==> src/rtl/led_sequencer_pkg.sv <==
// Shared definitions for the LED sequencer: mode encodings, PWM width and
// default blink/ramp timing (in PWM periods of 256 ticks, ~2.56 ms each).
package led_sequencer_pkg;

  localparam int PWM_W = 8;

  localparam int DEF_BLINK_ON_PERIODS  = 59;   // ~151 ms lit
  localparam int DEF_BLINK_OFF_PERIODS = 332;  // ~850 ms dark, ~1 Hz total
  localparam int DEF_RAMP_PERIODS      = 2;    // periods per brightness step

  typedef enum logic [1:0] {
    LED_MODE_OFF     = 2'd0,
    LED_MODE_SOLID   = 2'd1,
    LED_MODE_BLINK   = 2'd2,
    LED_MODE_BREATHE = 2'd3
  } led_mode_e;

endpackage

==> src/rtl/pwm_core.sv <==
// 8-bit tick-driven PWM with registered active-low output.
// Ports:
//   clk, reset   clock, async active-high reset
//   tick         count enable strobe
//   duty, gate   compare level and enable for the current period
//   wrap         combinational: tick on the last count (255 -> 0)
//   LED_N        registered active-low drive, one clock behind pwm_cnt
module pwm_core
  import led_sequencer_pkg::*;
(
  input  logic             clk,
  input  logic             reset,
  input  logic             tick,
  input  logic [PWM_W-1:0] duty,
  input  logic             gate,
  output logic             wrap,
  output logic             LED_N
);

  logic [PWM_W-1:0] pwm_cnt;

  assign wrap = tick & (pwm_cnt == '1);

  always_ff @(posedge clk or posedge reset) begin
    if (reset) begin
      pwm_cnt <= '0;
      LED_N   <= 1'b1;
    end else begin
      if (tick) pwm_cnt <= pwm_cnt + PWM_W'(1);
      // duty=0 never lights; duty=255 leaves only count 255 dark
      LED_N <= ~(gate & (pwm_cnt < duty));
    end
  end

endmodule

==> src/rtl/led_sequencer.sv <==
// Programmable single-LED driver: OFF / SOLID / BLINK / BREATHE.
// Commands arrive on a valid/ready handshake and are held pending until the
// first PWM wrap after acceptance, so brightness/gating only ever change on a
// period boundary.
// Ports:
//   clk, reset      clock, async active-high reset
//   tick            10 us prescaler strobe
//   cmd_valid/ready command handshake; ready low while a command is pending
//   cmd_mode        0=OFF 1=SOLID 2=BLINK 3=BREATHE
//   cmd_duty        brightness (SOLID/BLINK) or breathe peak
//   mode_o          currently applied mode
//   period_strobe   one-cycle pulse, one clock after each PWM wrap
//   LED_N           active-low LED drive
module led_sequencer
  import led_sequencer_pkg::*;
#(
  parameter int BLINK_ON_PERIODS  = DEF_BLINK_ON_PERIODS,
  parameter int BLINK_OFF_PERIODS = DEF_BLINK_OFF_PERIODS,
  parameter int RAMP_PERIODS      = DEF_RAMP_PERIODS,
  parameter int CNT_W             = 10
) (
  input  logic             clk,
  input  logic             reset,
  input  logic             tick,
  input  logic             cmd_valid,
  output logic             cmd_ready,
  input  logic [1:0]       cmd_mode,
  input  logic [PWM_W-1:0] cmd_duty,
  output logic [1:0]       mode_o,
  output logic             period_strobe,
  output logic             LED_N
);

  led_mode_e        mode_q, mode_d, pmode_q, pmode_d;
  logic [PWM_W-1:0] duty_q, duty_d, pduty_q, pduty_d;
  logic [PWM_W-1:0] level_q, level_d;
  logic [CNT_W-1:0] per_cnt_q, per_cnt_d, cnt_inc;
  logic             pend_q, pend_d;
  logic             phase_on_q, phase_on_d;
  logic             dir_up_q, dir_up_d;
  logic             wrap, gate;
  logic [PWM_W-1:0] eff_duty;

  assign cnt_inc   = per_cnt_q + CNT_W'(1);
  assign cmd_ready = ~pend_q;
  assign mode_o    = mode_q;

  always_ff @(posedge clk or posedge reset) begin
    if (reset) begin
      mode_q        <= LED_MODE_OFF;
      pmode_q       <= LED_MODE_OFF;
      duty_q        <= '0;
      pduty_q       <= '0;
      level_q       <= '0;
      per_cnt_q     <= '0;
      pend_q        <= 1'b0;
      phase_on_q    <= 1'b1;
      dir_up_q      <= 1'b1;
      period_strobe <= 1'b0;
    end else begin
      mode_q        <= mode_d;
      pmode_q       <= pmode_d;
      duty_q        <= duty_d;
      pduty_q       <= pduty_d;
      level_q       <= level_d;
      per_cnt_q     <= per_cnt_d;
      pend_q        <= pend_d;
      phase_on_q    <= phase_on_d;
      dir_up_q      <= dir_up_d;
      period_strobe <= wrap;
    end
  end

  always_comb begin
    mode_d     = mode_q;
    pmode_d    = pmode_q;
    duty_d     = duty_q;
    pduty_d    = pduty_q;
    level_d    = level_q;
    per_cnt_d  = per_cnt_q;
    pend_d     = pend_q;
    phase_on_d = phase_on_q;
    dir_up_d   = dir_up_q;

    // Accept and apply are mutually exclusive (accept needs pend_q=0), so a
    // command accepted on a wrap cycle waits for the next wrap.
    if (cmd_valid && !pend_q) begin
      pend_d  = 1'b1;
      pmode_d = led_mode_e'(cmd_mode);
      pduty_d = cmd_duty;
    end

    if (wrap) begin
      if (pend_q) begin
        mode_d     = pmode_q;
        duty_d     = pduty_q;
        pend_d     = 1'b0;
        per_cnt_d  = '0;
        phase_on_d = 1'b1;
        level_d    = '0;
        dir_up_d   = 1'b1;
      end else begin
        unique case (mode_q)
          LED_MODE_BLINK: begin
            if (cnt_inc == (phase_on_q ? CNT_W'(BLINK_ON_PERIODS)
                                       : CNT_W'(BLINK_OFF_PERIODS))) begin
              phase_on_d = ~phase_on_q;
              per_cnt_d  = '0;
            end else begin
              per_cnt_d = cnt_inc;
            end
          end
          LED_MODE_BREATHE: begin
            if (cnt_inc == CNT_W'(RAMP_PERIODS)) begin
              per_cnt_d = '0;
              // Triangle between 0 and duty; duty=0 pins level at 0
              if (dir_up_q) begin
                if (level_q < duty_q) begin
                  level_d = level_q + PWM_W'(1);
                  if (level_d == duty_q) dir_up_d = 1'b0;
                end
              end else if (level_q != '0) begin
                level_d = level_q - PWM_W'(1);
                if (level_d == '0) dir_up_d = 1'b1;
              end
            end else begin
              per_cnt_d = cnt_inc;
            end
          end
          default: ;
        endcase
      end
    end
  end

  // Derived purely from state that only moves on a wrap, so the compare
  // level cannot change mid-period.
  always_comb begin
    eff_duty = '0;
    gate     = 1'b0;
    unique case (mode_q)
      LED_MODE_OFF:     begin eff_duty = '0;      gate = 1'b0;       end
      LED_MODE_SOLID:   begin eff_duty = duty_q;  gate = 1'b1;       end
      LED_MODE_BLINK:   begin eff_duty = duty_q;  gate = phase_on_q; end
      LED_MODE_BREATHE: begin eff_duty = level_q; gate = 1'b1;       end
      default:          ;
    endcase
  end

  pwm_core u_pwm (
    .clk   (clk),
    .reset (reset),
    .tick  (tick),
    .duty  (eff_duty),
    .gate  (gate),
    .wrap  (wrap),
    .LED_N (LED_N)
  );

endmodule

==> config.mk <==
export PLATFORM = sky130hd
export DESIGN_NAME = led_sequencer
export DESIGN_NICKNAME = d
export VERILOG_FILES = /design/src/rtl/led_sequencer_pkg.sv /design/src/rtl/pwm_core.sv /design/src/rtl/led_sequencer.sv
export SDC_FILE = /design/constraint.sdc
export NUM_CORES = 1
export LEC_CHECK = 0
export ABC_AREA = 0
export CORE_MARGIN = 1.5
export CORE_UTILIZATION = 42
export CTS_CLUSTER_SIZE = 8
export DETAILED_ROUTE_END_ITERATION = 7
export PLACE_DENSITY = 0.56
export RECOVER_POWER = 100
export SLEW_MARGIN = 15
export SYNTH_ARGS = -nofsm -noshare
export SYNTH_HDL_FRONTEND = slang
export SYNTH_SLANG_ARGS = --single-unit
==> constraint.sdc <==
create_clock -name clk -period 5.43 [get_ports clk]
set_input_delay 1.3575 -clock clk [delete_from_list [all_inputs] [get_ports clk]]
set_output_delay 1.3575 -clock clk [all_outputs]
set_load 0.05 [all_outputs]
== Word level (Yosys, flattened, before mapping) ==
Index checks and enable logic that the tools add are counted.

* Bits in registers: 51
* Output and inout bits: 5
* Input bits: 14

* Add/subtract/negate cells: 4
* Equality and inequality tests: 8
* Magnitude comparators: 2
* Bitwise logic cells: 5
* Muxes and demuxes: 27
* Reductions and logical operators: 18

{| class="wikitable"
|+ Operators with widths
! cell !! number
|-
| 8-bit two-way mux || 6
|-
| 10-bit two-way mux || 3
|-
| 8-bit one-hot mux with 3 select lines || 1
|-
| 10-bit one-hot mux with 2 select lines || 1
|-
| 8-bit by 1-bit adder with 8-bit output, second input constant || 2
|-
| 8-bit less-than comparator || 2
|-
| 1-bit two-way mux || 14
|-
| 10-bit by 1-bit adder with 10-bit output, second input constant || 1
|-
| 10-bit by 2-bit == test with 1-bit output, second input constant || 1
|-
| 10-bit by 9-bit == test with 1-bit output || 1
|-
| 9-bit two-way mux || 1
|-
| 8-bit == test || 1
|-
| 8-bit == test, second input constant || 1
|-
| 8-bit zero test || 1
|-
| 2-bit nonzero test || 4
|-
| 8-bit nonzero test || 1
|-
| 8-bit by 1-bit subtractor with 8-bit output, second input constant || 1
|-
| 3-bit AND reduction || 2
|-
| 3-bit nonzero test || 2
|-
| 5-bit AND reduction || 1
|-
| 2-bit == test, second input constant || 2
|-
| 2-bit AND reduction || 2
|-
| 2-bit OR reduction || 2
|-
| 3-bit by 2-bit != test with 1-bit output, second input constant || 1
|-
| 7 further kinds || 10
|}

== Longest topological paths before layout ==
* Word-level depth: 8
* Depth in mapped cells: 11
* Mapped depth without buffers: 10

== Cells and area by module ==
Synthesis repeated with hierarchy kept, for this count alone.

* Cells, all modules: 385
* Area, all modules: 3588.4 µm²

{| class="wikitable"
|+ By module, submodules not included
! module !! area each (µm²) !! cells each !! instances !! sequential area each (µm²)
|-
| led_sequencer || 3027.9 || 332 || 1 || 1053.5
|-
| pwm_core || 560.5 || 53 || 1 || 226.5
|}

== Worst setup path before layout ==
OpenSTA, ideal clock, no wires.

* Kind: input to register
* Start: in tick
* End: reg per_cnt_q[0]
* Data arrival time: 2736 ps
* Setup time: 96 ps
* Stages on the path: 8
* Setup slack: 2599 ps
* Cells stage by stage: and4_1 clkbuf_1 nand3_2 inv_1 buf_2 nand2_1 clkbuf_1 o31ai_1

* Cells in the longest elaborated chain, start to end: 2

{| class="wikitable"
|+ RTL lines
! element !! line !! RTL
|-
| start: declaration || led_sequencer.sv:24 || <nowiki>input logic tick,</nowiki>
|-
| 1-bit AND || pwm_core.sv:22 || <nowiki>assign wrap = tick & (pwm_cnt == '1);</nowiki>
|-
| named net u_pwm.wrap || pwm_core.sv:16 || <nowiki>output logic wrap,</nowiki>
|-
| 2-bit AND reduction (no line) || - ||
|-
| end signal: assignment || led_sequencer.sv:66 || <nowiki>per_cnt_q <= per_cnt_d;</nowiki>
|-
| end: declaration || led_sequencer.sv:37 || <nowiki>logic [CNT_W-1:0] per_cnt_q, per_cnt_d, cnt_inc;</nowiki>
|}

The timed path passes the listed nets, and every way through them passes these cells.
A chain may end at the register's enable or synchronous reset.

== Worst setup path after layout ==
* Start: reg pend_q
* End: out cmd_ready

* Cells in the longest elaborated chain, start to end: 1

{| class="wikitable"
|+ RTL lines
! element !! line !! RTL
|-
| start: declaration || led_sequencer.sv:38 || <nowiki>logic pend_q, pend_d;</nowiki>
|-
| start signal: assignment || led_sequencer.sv:67 || <nowiki>pend_q <= pend_d;</nowiki>
|-
| 1-bit NOT || led_sequencer.sv:45 || <nowiki>assign cmd_ready = ~pend_q;</nowiki>
|-
| end: declaration || led_sequencer.sv:26 || <nowiki>output logic cmd_ready,</nowiki>
|}

No other way between the ends.

==> flow_metrics.tcl <==
set metrics [dict create \
    worstSetupPathType "reg2out" \
    row_count 34 \
    syn-num-nets 439 \
    synth_area_leader_cell "dfrtp_1" \
    layout.nets 435 \
    p_comb_frac 0.123 \
    synth_top_area_share 0.322 \
    powerDensity_nw_per_um2 208 \
    ys_warn_count 0 \
    drv_cap 1 \
    finalWirelength_mm 8.38 \
    drt-initial-drc-count 174 \
    viasPerCell 5.88 \
    num_vias 2964 \
    finalCriticalPeriod_ns 3.78 \
    worst-slew-pin-transition_ns 2.23 \
    avgSynthCellArea_um2 9.34 \
    dp_hpwl_mm 5.97 \
    cts_resized 0 \
    grt_usage 0.184 \
    finalSetupViolations 0 \
    worstSkewPairLatency_ns 0.31 \
    synth_edf_count 0 \
    cp_max_fo 18 \
    p_leak_nw 1.61 \
    post_cts_buffers 0 \
    required_ns 4.07 \
    grt_max_degree 52 \
    cts_root_buffer "clkbuf_8" \
    relSlewSlack -0.496 \
    netlist_instances 399 \
    startpoint_type "register" \
    hold_path.class "reg2reg" \
    syn_area_um2 3730 \
    vdd_ir_drop_max_v 0.000158 \
    place.port_buffers 18 \
    grt_pass1_vias 2847 \
    power_frac_clock 0.336 \
    antenna_found_initial 0 \
    design_area_um2 3990 \
    clockBufferDepth 2 \
    postCtsHoldBufs 0 \
    cts_buffers 5 \
    place_area_um2 3910 \
    cts_htree_levels 2 \
    ys.flop_type "dfrtp_1" \
    dieWidth_um 97.2 \
    status "finished, violations left" \
    ys_async_sr_fraction 1.00 \
    hold_violations 0 \
    pwr-share-seq 0.541 \
    violations "max-capacitance violations, max-slew violations" \
    max_freq_ghz 0.265 \
    fp.dieH_um 97.2 \
    intPower_w 0.000624 \
    antenna_cells 0 \
    synth_most_common_cell "dfrtp_1" \
    cp-end-kind "output port" \
    rsz0062_at_grt "no" \
    pin_count 19 \
    finalMaxSlewViolations 52 \
    ys_ff_latch 51 \
    synth_commonest_cells "dfrtp_1, nand2_1, ha_1" \
    drcViolationCount 0 \
    fin_crit_sh 0.696 \
    place.gp.congestion 0.854 \
    syn2layout_area_growth_pct 6.98 \
    firstDrtPassIters 5 \
    grt.overflow.total 0 \
    wl_per_cell_um 16.6 \
    power_switching_w 0.000206 \
    setup_tns_ns 0 \
    dieArea_um2 9450 \
    switching_share 0.249 \
    grt_pass1_wl_mm 14.3 \
    path_clk_slew_ns 0.10 \
    postRouteAntennaNets 0 \
    cts_sinks 51 \
    n_fill_cell 863 \
    start_util 0.430 \
    worstPathArrival_ns 2.42 \
    drive_gt1_frac 0.124 \
    synth_area_leaders "dfrtp_1, ha_1, mux2_2, nand2_1, xnor2_1" \
    finClkSkew_ns 0.00988 \
    core_um2 8680 \
    ys_seq_area_frac 0.343 \
    cts_tree "yes" \
    synth_cell_type_count 68 \
]
-- cells in the final DEF, fill, tap and decap left out, types with 5 or more instances in the layout --
master	synthesis	routed
inv_1	20	19
clkbuf_8	0	6
ha_1	26	26
xor2_1	12	12
a21o_1	5	5
o21ai_0	8	9
xnor2_1	17	17
a22oi_1	8	8
nand3_1	18	20
clkdlybuf4s50_1	0	10
mux2_2	22	22
or2_2	8	8
o211ai_1	7	7
o31ai_1	9	9
o21a_1	5	5
nand4_1	7	8
dlygate4sd3_1	0	8
nor2_1	9	9
nor4_1	10	11
dfrtp_1	48	48
nand2_1	40	40
nor3_1	11	11
a21oi_1	14	14
-- state kept, by name, summed over array words and instances, names as in the netlist --
| signal | count |
|---|---|
| u_pwm.LED_N | 1 |
| dir_up_q | 1 |
| u_pwm.pwm_cnt | 8 |
| level_q | 8 |
| pend_q | 1 |
| pduty_q | 8 |
| per_cnt_q | 10 |
| duty_q | 8 |
| pmode_q | 2 |
| phase_on_q | 1 |
| period_strobe | 1 |
| mode_o | 2 |
-- power groups by stage --
| stage | registers [W] | logic [W] | clock network [W] |
|---|---|---|---|
| final | 0.000449 | 0.000102 | 0.000279 |
| after global routing | 0.000457 | 0.000122 | 0.000301 |
| after CTS | 0.000450 | 0.000106 | 0.000288 |
| after detailed placement | 0.000457 | 0.000106 | 0 |
| after global placement | 0.000457 | 0.000101 | 0 |
| after floorplan | 0.000447 | 0.0000817 | 0 |
-- layer usage --
metal / up-vias / GRT usage / part of all wire
li1: 1438 / - / -
met1: 1445 / 0.248 / 0.47
met2: 72 / 0.317 / 0.48
met3: 9 / 0.0245 / 0.038
met4: 0 / 0.0407 / 0.0088
met5: - / 0 / 0
-- critical path: stages (launching register included) --
cell           delay, ns
dfrtp_1             0.74
clkinv_1            0.47
dlygate4sd3_1       0.89
-- through the flow --
| stage | total power, W | instances | utilization | setup slack, ns | hold slack (ns) |
|---|---|---|---|---|---|
| floorplan | 0.000529 | 399 | - | 2.60 | 0.466 |
| global placement | 0.000558 | 496 | 0.451 | 1.62 | 0.490 |
| detailed placement | 0.000563 | 496 | 0.451 | 1.53 | 0.493 |
| CTS | 0.000844 | 504 | 0.464 | 1.71 | 0.514 |
| global route | 0.000879 | 504 | 0.460 | 1.39 | 0.528 |
| finish | 0.000830 | 504 | 0.460 | 1.65 | 0.501 |
-- worst paths after layout --
check	endpoint	slack (ns)	from	cells past startpoint
min	duty_q[7]	0.50	pduty_q[7]	1
max reg2reg	level_q[0]	1.82	per_cnt_q[0]	8
max	cmd_ready	1.65	pend_q	2
max in group asynchronous	duty_q[1]	2.33	reset	2
min in group asynchronous	u_pwm.pwm_cnt[3]	2.09	reset	2
min reg2reg	duty_q[7]	0.50	pduty_q[7]	1
-- cell type report --
class | instances | area [um^2] | area share
Clock buffer | 6 | 82.6 | 0.0207
Timing Repair Buffer | 18 | 180 | 0.0452
Tap cell | 108 | 135 | 0.0339
Sequential cell | 51 | 1280 | 0.321
Inverter | 22 | 83.8 | 0.0210
Clock inverter | 2 | 35.0 | 0.00878
Multi-Input combinational cell | 297 | 2190 | 0.550
-- cell families (layout without fill, tap and decap cells) --
group           after synthesis  count (layout)  share of synthesized area
compound gates               84              84                      0.172
flops                        51              51                      0.343
fa+ha+maj                    26              26                     0.0872
buf+inv                      51              48                     0.0580
simple gates                135             135                      0.202
xor+xnor                     29              29                     0.0681
mux                          23              23                     0.0691
Power figures use the tool's default switching activity.
